--- src/rtl/rv_alu_issue.sv ---
// RV32I ALU issue stage: decodes OP/OP-IMM/LUI/AUIPC into ALU operands and a control code,
// then buffers them in a two-entry valid/ready pipeline (OUT + SKID) with a registered ready.
//
// state   | meaning
// --------+-------------------------------------------
// S_EMPTY | no valid entry, out_valid_o=0, in_ready_o=1
// S_ONE   | OUT valid, SKID empty, in_ready_o=1
// S_FULL  | OUT and SKID valid, in_ready_o=0
module rv_alu_issue (
  input  logic        clk_i,
  input  logic        rst_ni,
  input  logic        in_valid_i,
  output logic        in_ready_o,
  input  logic [31:0] instr_i,
  input  logic [31:0] pc_i,
  input  logic [31:0] rs1_data_i,
  input  logic [31:0] rs2_data_i,
  input  logic        flush_i,
  output logic        out_valid_o,
  input  logic        out_ready_i,
  output logic [31:0] a_o,
  output logic [31:0] b_o,
  output logic [3:0]  aluctrl_o,
  output logic [4:0]  rd_o,
  output logic [31:0] pc_o,
  output logic        illegal_o
);

  localparam logic [3:0] ALU_SUB  = 4'b0000;
  localparam logic [3:0] ALU_ADD  = 4'b0001;
  localparam logic [3:0] ALU_SLL  = 4'b0010;
  localparam logic [3:0] ALU_SLT  = 4'b0011;
  localparam logic [3:0] ALU_SLTU = 4'b0100;
  localparam logic [3:0] ALU_XOR  = 4'b0101;
  localparam logic [3:0] ALU_SRA  = 4'b0110;
  localparam logic [3:0] ALU_SRL  = 4'b0111;
  localparam logic [3:0] ALU_OR   = 4'b1000;
  localparam logic [3:0] ALU_AND  = 4'b1001;

  localparam logic [6:0] OPC_OP    = 7'b0110011;
  localparam logic [6:0] OPC_OPIMM = 7'b0010011;
  localparam logic [6:0] OPC_LUI   = 7'b0110111;
  localparam logic [6:0] OPC_AUIPC = 7'b0010111;

  typedef struct packed {
    logic [31:0] a;
    logic [31:0] b;
    logic [3:0]  ctrl;
    logic [4:0]  rd;
    logic [31:0] pc;
    logic        ill;
  } entry_t;

  localparam entry_t ENTRY_RST = '{a: 32'd0, b: 32'd0, ctrl: ALU_ADD, rd: 5'd0, pc: 32'd0, ill: 1'b0};

  typedef enum logic [1:0] {S_EMPTY, S_ONE, S_FULL} state_t;

  state_t state_q;
  entry_t out_q, skid_q, dec;
  logic   accept, drain;

  logic [6:0]  opcode, funct7;
  logic [2:0]  funct3;
  logic [31:0] imm_i, imm_u, shamt;
  logic [31:0] a_val, b_val;
  logic [3:0]  ctrl;
  logic        legal;

  assign opcode = instr_i[6:0];
  assign funct3 = instr_i[14:12];
  assign funct7 = instr_i[31:25];
  assign imm_i  = {{20{instr_i[31]}}, instr_i[31:20]};
  assign imm_u  = {instr_i[31:12], 12'b0};
  assign shamt  = {27'b0, instr_i[24:20]};

  always_comb begin
    a_val = 32'd0;
    b_val = 32'd0;
    ctrl  = ALU_ADD;
    legal = 1'b0;
    case (opcode)
      OPC_OP: begin
        a_val = rs1_data_i;
        b_val = rs2_data_i;
        if (funct7 == 7'b0000000) begin
          legal = 1'b1;
          case (funct3)
            3'd0:    ctrl = ALU_ADD;
            3'd1:    ctrl = ALU_SLL;
            3'd2:    ctrl = ALU_SLT;
            3'd3:    ctrl = ALU_SLTU;
            3'd4:    ctrl = ALU_XOR;
            3'd5:    ctrl = ALU_SRL;
            3'd6:    ctrl = ALU_OR;
            default: ctrl = ALU_AND;
          endcase
        end else if (funct7 == 7'b0100000) begin
          legal = (funct3 == 3'd0) || (funct3 == 3'd5);
          ctrl  = (funct3 == 3'd0) ? ALU_SUB : ALU_SRA;
        end
      end
      OPC_OPIMM: begin
        a_val = rs1_data_i;
        b_val = imm_i;
        legal = 1'b1;
        case (funct3)
          3'd0: ctrl = ALU_ADD;
          3'd1: begin
            ctrl  = ALU_SLL;
            b_val = shamt;
            legal = (funct7 == 7'b0000000);
          end
          3'd2: ctrl = ALU_SLT;
          3'd3: ctrl = ALU_SLTU;
          3'd4: ctrl = ALU_XOR;
          3'd5: begin
            b_val = shamt;
            ctrl  = (funct7 == 7'b0100000) ? ALU_SRA : ALU_SRL;
            legal = (funct7 == 7'b0000000) || (funct7 == 7'b0100000);
          end
          3'd6:    ctrl = ALU_OR;
          default: ctrl = ALU_AND;
        endcase
      end
      OPC_LUI: begin
        b_val = imm_u;
        legal = 1'b1;
      end
      OPC_AUIPC: begin
        a_val = pc_i;
        b_val = imm_u;
        legal = 1'b1;
      end
      default: legal = 1'b0;
    endcase

    // Anything not decodable still travels down the pipe, but as a harmless ADD of zeros.
    dec.a    = legal ? a_val : 32'd0;
    dec.b    = legal ? b_val : 32'd0;
    dec.ctrl = legal ? ctrl : ALU_ADD;
    dec.rd   = instr_i[11:7];
    dec.pc   = pc_i;
    dec.ill  = ~legal;
  end

  assign accept = in_valid_i && in_ready_o;
  assign drain  = out_valid_o && out_ready_i;

  always_ff @(posedge clk_i) begin
    if (!rst_ni) begin
      state_q     <= S_EMPTY;
      out_valid_o <= 1'b0;
      in_ready_o  <= 1'b1;
      out_q       <= ENTRY_RST;
      skid_q      <= ENTRY_RST;
    end else if (flush_i) begin
      state_q     <= S_EMPTY;
      out_valid_o <= 1'b0;
      in_ready_o  <= 1'b1;
    end else begin
      case (state_q)
        S_EMPTY: begin
          if (accept) begin
            out_q       <= dec;
            out_valid_o <= 1'b1;
            state_q     <= S_ONE;
          end
        end
        S_ONE: begin
          if (accept && !drain) begin
            skid_q     <= dec;
            in_ready_o <= 1'b0;
            state_q    <= S_FULL;
          end else if (accept) begin
            out_q <= dec;
          end else if (drain) begin
            out_valid_o <= 1'b0;
            state_q     <= S_EMPTY;
          end
        end
        S_FULL: begin
          if (drain) begin
            out_q      <= skid_q;
            in_ready_o <= 1'b1;
            state_q    <= S_ONE;
          end
        end
        default: begin
          state_q     <= S_EMPTY;
          out_valid_o <= 1'b0;
          in_ready_o  <= 1'b1;
        end
      endcase
    end
  end

  assign a_o       = out_q.a;
  assign b_o       = out_q.b;
  assign aluctrl_o = out_q.ctrl;
  assign rd_o      = out_q.rd;
  assign pc_o      = out_q.pc;
  assign illegal_o = out_q.ill;

endmodule

--- config.mk ---
export PLATFORM = sky130hd
export DESIGN_NAME = rv_alu_issue
export DESIGN_NICKNAME = d
export VERILOG_FILES = /design/src/rtl/rv_alu_issue.sv
export SDC_FILE = /design/constraint.sdc
export NUM_CORES = 1
export LEC_CHECK = 0
export CAP_MARGIN = 10
export CORE_ASPECT_RATIO = 0.7
export CORE_UTILIZATION = 54
export DETAILED_ROUTE_END_ITERATION = 10
export PLACE_DENSITY = 0.86
export SLEW_MARGIN = 20
export SYNTH_ARGS = -nofsm -noshare
export SYNTH_HDL_FRONTEND = slang
export SYNTH_SLANG_ARGS = --single-unit
--- constraint.sdc ---
create_clock -name clk_i -period 3.9 [get_ports clk_i]
set_clock_uncertainty 0.2 [all_clocks]
set_input_delay 0.78 -clock clk_i [delete_from_list [all_inputs] [get_ports clk_i]]
set_output_delay 0.78 -clock clk_i [all_outputs]
set_load 0.02 [all_outputs]
; ---- Word level (Yosys, flattened, before mapping)
; Cells that the tools add are included.
[classes]
n_eq_ne = 21
mux = 35
n_bitwise = 5
reduce_logical = 19
[op_table]
columns = cell, n
row1 = $mux W106, 3
row2 = $pmux W106 S3, 1
row3 = $mux W32, 3
row4 = $pmux W32 S3, 1
row5 = $pmux W32 S2, 1
row6 = $pmux W4 S7, 2
row7 = $eq A7 B6 Y1 const B, 3
row8 = $eq A7 B5 Y1 const B, 2
row9 = $ne A2 B2 Y1 const B, 6
row10 = $mux W2, 5
row11 = $eq A3 B3 Y1 const B, 3
row12 = $mux W1, 9
row13 = $pmux W1 S3, 3
row14 = $mux W4, 2
row15 = $pmux W4 S2, 1
row16 = $reduce_and A4 Y1, 2
row17 = $reduce_or A2 Y1, 4
row18 = $logic_not A7 Y1, 1
row19 = $eq A3 B2 Y1 const B, 2
row20 = $mux W3, 2
row21 = $ne A3 B3 Y1 const B, 2
row22 = $pmux W2 S3, 1
row23 = $reduce_and A3 Y1, 2
row24 = $not A1 Y1, 5
row25 = other kinds (11), 14
[word_totals]
register_bits = 216
input_bits = 133
out_inout_bits = 108
word_cells = 95

; ---- Logic depth before layout (Yosys ltp)
[depth]
depth_word = 9
mapped_depth = 9

; ---- Least setup slack after synthesis
; OpenSTA, ideal clock, no wires.
[synth_timing]
path_type = input to register
from = input instr_i[2]
to = register out_q (netlist bit a_o[11])
setup_time_ns = 0.088
arrival_ns = 2.418
required_ns = 3.612
slack_ns = 1.194
path_stages = 8
path_cell_list = buf_2 > or4b_1 > a21oi_1 > o211ai_1 > a21o_1 > buf_6 > buf_6 > o32ai_2
[synth_between]
elab_chain_cells = 7
word_cells_on_any_way = 12
classes_between = eq/ne (4) / mux (6) / reduce/logical (2)
[synth_lines]
columns = element, line_no
row1 = "start, declared", 14  ; input logic [31:0] instr_i,
row2 = $eq A7 B5 Y1 or $eq A7 B6 Y1 (tied branches), 81  ; case (opcode)
row3 = $reduce_or A2 Y1 (no source line), -
row4 = $pmux W1 S3 or $pmux W32 S2 (tied branches), 81
row5 = $mux W32 *, 138  ; dec.a = legal ? a_val : 32'd0;
row6 = $mux W106 *, "163, 174"
row7 = $mux W106, 170  ; if (accept && !drain) begin
row8 = $pmux W106 S3 *, 161  ; case (state_q)
row9 = "end signal, assigned", 183  ; out_q <= skid_q;
row10 = "end, declared", 59  ; entry_t out_q, skid_q, dec;
; Mark *: on every way between the ends. The rest lies on a longest branch, timed or not. The select of a mux whose other input is x is not followed.
; A chain may end at the register's enable or synchronous reset.

; ---- Worst setup path in the final report
[layout_timing]
from = input out_ready_i
to = register out_q (netlist bit pc_o[13])
[layout_between]
elab_chain_cells = 5
word_cells_on_any_way = 6
classes_between = eq/ne (2) / reduce/logical (4)
[layout_lines]
columns = element, line_no
row1 = "start, declared", 20  ; input logic out_ready_i,
row2 = $logic_and A1 B1 Y1 *, 147  ; assign drain = out_valid_o && out_ready_i;
row3 = $logic_not A1 Y1, 170
row4 = $logic_and A1 B1 Y1, 170
row5 = $ne A2 B2 Y1 (no source line), -
row6 = $reduce_and A4 Y1 (no source line) *, -
; Mark *: on every way between the ends. The rest lies on a longest branch, timed or not.

==> impl_metrics.toml <==
[outcome]
status = "finished, violations left"
violations = "design-rule violations"

[power_and_ir_drop]
p_leak_nw = 4.79
ir_worst_vdd_uv = 212
power_density_mw_per_mm2 = 395

[worst_setup_path]
worst-path-buf-inv = 2
critical_path.max_fanout = 32
rr_worst_depth = 6
critPathKind = "in2reg"
critical_path.slowest_cell = "sky130_fd_sc_hd__a21oi_4"
worst-endpoint-arrival_ns = 3.36
timing.critical_path.cells = "clkdlybuf4s50_1, nand2_1, or3_1, a21oi_4, buf_12, nor2_1, a311oi_1"
crit-reg2reg-launch = "out_valid_o$_SDFFE_PP0P_"
cp_slowest_stage_delay_ns = 0.63
r2r_end = "pc_o[13]$_SDFFE_PN0P_"
worst_path_dominant_cell_family = "compound AO/OA/AOI/OAI gates"
critical_path.endpoint_type = "register"
regToRegSetupSlack_ns = 1.12
crit_required_ns = 4.08
worstSetupStartpointType = "primary input"

[logic_synthesis]
netlist_top_cells_area = "sky130_fd_sc_hd__dfxtp_1 (43%), sky130_fd_sc_hd__nand2_1 (8.2%), sky130_fd_sc_hd__a21oi_1 (4.6%), sky130_fd_sc_hd__clkbuf_1 (3.4%), sky130_fd_sc_hd__o32ai_2 (3.2%)"
post_synth_inst_count = 1245
mappedNetlistArea_mm2 = 0.0102
yosys.area.top_type_share = 0.425
synth_largest_area_cell = "sky130_fd_sc_hd__dfxtp_1"
synth_seq_cells = 216
syn_area_per_cell_um2 = 8.16
synth-seq-area-share = 0.425
syn_nets = 1378
ys_dominant_reg_cell = "sky130_fd_sc_hd__dfxtp_1"
yosys-top-cells-count = "sky130_fd_sc_hd__nand2_1 (223), sky130_fd_sc_hd__dfxtp_1 (216), sky130_fd_sc_hd__a21oi_1 (93)"
netlist_cell_types = 53
yosys.cell_count.top_type = "sky130_fd_sc_hd__nand2_1"
yosys_warnings = 0
synthArstFlopShare = 0
synth_edf_count = 0

[clock_tree]
cts_inserted_buffers = 21
post_cts.repair.setup_buffers = 0
ctsResizeCount = 0
worstSkewPairLatency_ns = 0.49
clkTransAtPathRegs_ns = 0.06
cts_max_level = 1
tritoncts = "yes"
tritoncts_num_sinks = 216
cts-root-buf = "sky130_fd_sc_hd__clkbuf_16"
cts_max_path_buffers = 3
cts.hold.buffers_added = 0

[global_routing]
globalRouteOverflowTotal = 0
antenna_found_initial = 0
groute.usage.overall = 0.330
wire_length_of_the_first_global_routing_pass_um = 51600
grt_pass1_vias = 9615
grt_start_max_net_pins = 82

[final_layout]
final_cells = 1653
layout-drive-gt1-share = 0.0762
finalCoreUtilization = 0.734
finish.net_count = 1540
multi_input_logic_area_mm2 = 0.00523
antenna_cells = 0
flow.area_growth_from_synthesis_pct = 31.6
seqCellArea_mm2 = 0.00432
fillers = 1312

[worst_hold_path]
min-delay-path-class = "reg2reg"
hold_path_end = "skid_q[48]$_SDFFE_PN0P_"
timing.hold.worst_path_depth = 2
timing.hold.worst.start = "skid_q[48]$_SDFFE_PN0P_"

[routing]
initialDrtViolationCount = 1392
detailroute.via_count = 10667
wl_um = 33200
postRouteAntennaNets = 0
dr.pass1.iters = 8
routed_via_density = 6.45
route.detailed.drc = 12
post_drt_wl_per_cell_um = 20.1

[sta]
measured_slew_at_the_worst_slew_check_pin_ns = 1.11
finalCriticalPeriod_ns = 3.17
final_hold_viol_count = 0
final_sum_of_negative_setup_slack_ns = 0
slew_viol_final = 0
period_share = 0.814
final.setup.worst_slack_ns = 0.726
worst_slew_margin_rel = 0.260
number_of_setup_violations_in_the_final_report = 0
rsz_0062_raised_after_global_routing = "no"
maxClockFrequency_mhz = 315

[place]
place_worst_setup_slack_ns = 0.241
io_buffer_count = 240
dp_hpwl_um = 22000
placed_cells = 1620
replace_congestion = 0.909

[floorplanning]
die_w_um = 166
floorplan.die_area_mm2 = 0.0194
placementRows = 41
initial_core_util = 0.558
num_io_pins = 241
placeableCoreArea_mm2 = 0.0182
die_y_um = 117

[job]
cap_viol_max_count = 0
-- worst max path at each step --
stage                     cells past startpoint  slack, ns                     to        start
final                                         7       0.73  pc_o[13]$_SDFFE_PN0P_  out_ready_i
after global routing                          7       0.61  pc_o[24]$_SDFFE_PN0P_  out_ready_i
after CTS                                     7       0.76  pc_o[13]$_SDFFE_PN0P_  out_ready_i
after detailed placement                      7       0.24  pc_o[23]$_SDFFE_PN0P_  out_ready_i
after global placement                        7       0.41    a_o[0]$_SDFFE_PN0P_  out_ready_i
after floorplan                               8       1.19   a_o[11]$_SDFFE_PN0P_   instr_i[2]
-- metrics by stage --
stage	hold slack (ns)	total power, mW	instance area, um2
6_report	0.255	5.29	13400
5_1_grt	0.269	5.45	13400
4_1_cts	0.255	5.28	13400
3_5_place_dp	0.244	3.20	12700
3_3_place_gp	0.237	3.17	12700
2_1_floorplan	0.225	2.80	10200
-- state kept, by name, summed over array words and instances (netlist names) --
| signal | count |
|---|---|
| b_o | 32 |
| rd_o | 5 |
| skid_q | 106 |
| state_q | 2 |
| aluctrl_o | 4 |
| in_ready_o | 1 |
| illegal_o | 1 |
| a_o | 32 |
| pc_o | 32 |
| out_valid_o | 1 |
-- cell usage in the layout (no fill, tap or decap), drive strengths merged, types with 3 or more instances in the layout --
| cell type | n |
|---|---|
| clkdlybuf4s50 | 236 |
| nand2 | 223 |
| dfxtp | 216 |
| a21oi | 94 |
| nor2 | 79 |
| o21ai | 65 |
| nand3 | 60 |
| buf | 39 |
| a311oi | 37 |
| o41ai | 33 |
| o32ai | 32 |
| a21o | 30 |
| and3 | 29 |
| clkbuf | 28 |
| o22ai | 27 |
| o211ai | 24 |
| inv | 23 |
| nand4 | 22 |
| a22o | 20 |
| a221oi | 19 |
| a32oi | 13 |
| a31oi | 7 |
| or4b | 7 |
| o2bb2ai | 5 |
| a2111oi | 5 |
| nand2b | 5 |
| and2 | 4 |
| nor3 | 4 |
| a32o | 3 |
| o31ai | 3 |
| or3 | 3 |
| bufinv | 3 |
-- where the power goes --
part | switching, mW | internal (mW)
sequential | 0.0477 | 2.28
combinational | 0.471 | 0.370
clock | 0.847 | 1.28
-- layout make-up --
class | instances | share of cell area
clock inverters | 5 | 0.00795
multi-input cells | 870 | 0.391
repair buffers | 275 | 0.204
inverters | 23 | 0.00664
clock buffers | 28 | 0.0450
well taps | 236 | 0.0221
flip-flops and latches | 216 | 0.323
-- worst reg2reg max path: cells and delay by family, from the launching register on --
| family | cells | cell delay (ns) |
|---|---|---|
| AOI/OAI and AO/OA | 2 | 0.92 |
| and+or+nand+nor | 3 | 0.87 |
| DFF | 1 | 0.42 |
| buffers and inverters | 1 | 0.28 |
-- routing by layer --
layer | routed length, um | share of wire | GRT usage | up-vias
met3 | 3430 | 0.10 | 0.0642 | 65
met5 | 0 | 0 | 0 | -
met2 | 14400 | 0.43 | 0.517 | 641
met4 | 771 | 0.023 | 0.0879 | 0
met1 | 14600 | 0.44 | 0.467 | 5022
li1 | - | - | - | 4939
-- kinds of logic (layout without fill, tap and decap cells) --
kind of cell | count (synthesis) | in the layout | share of synthesized area
AO/OA/AOI/OAI | 427 | 427 | 0.315
AND/OR/NAND/NOR | 443 | 443 | 0.195
flip-flops | 216 | 216 | 0.425
buffers and inverters | 159 | 331 | 0.0638
Note: power is estimated with default switching activity, not from simulation.
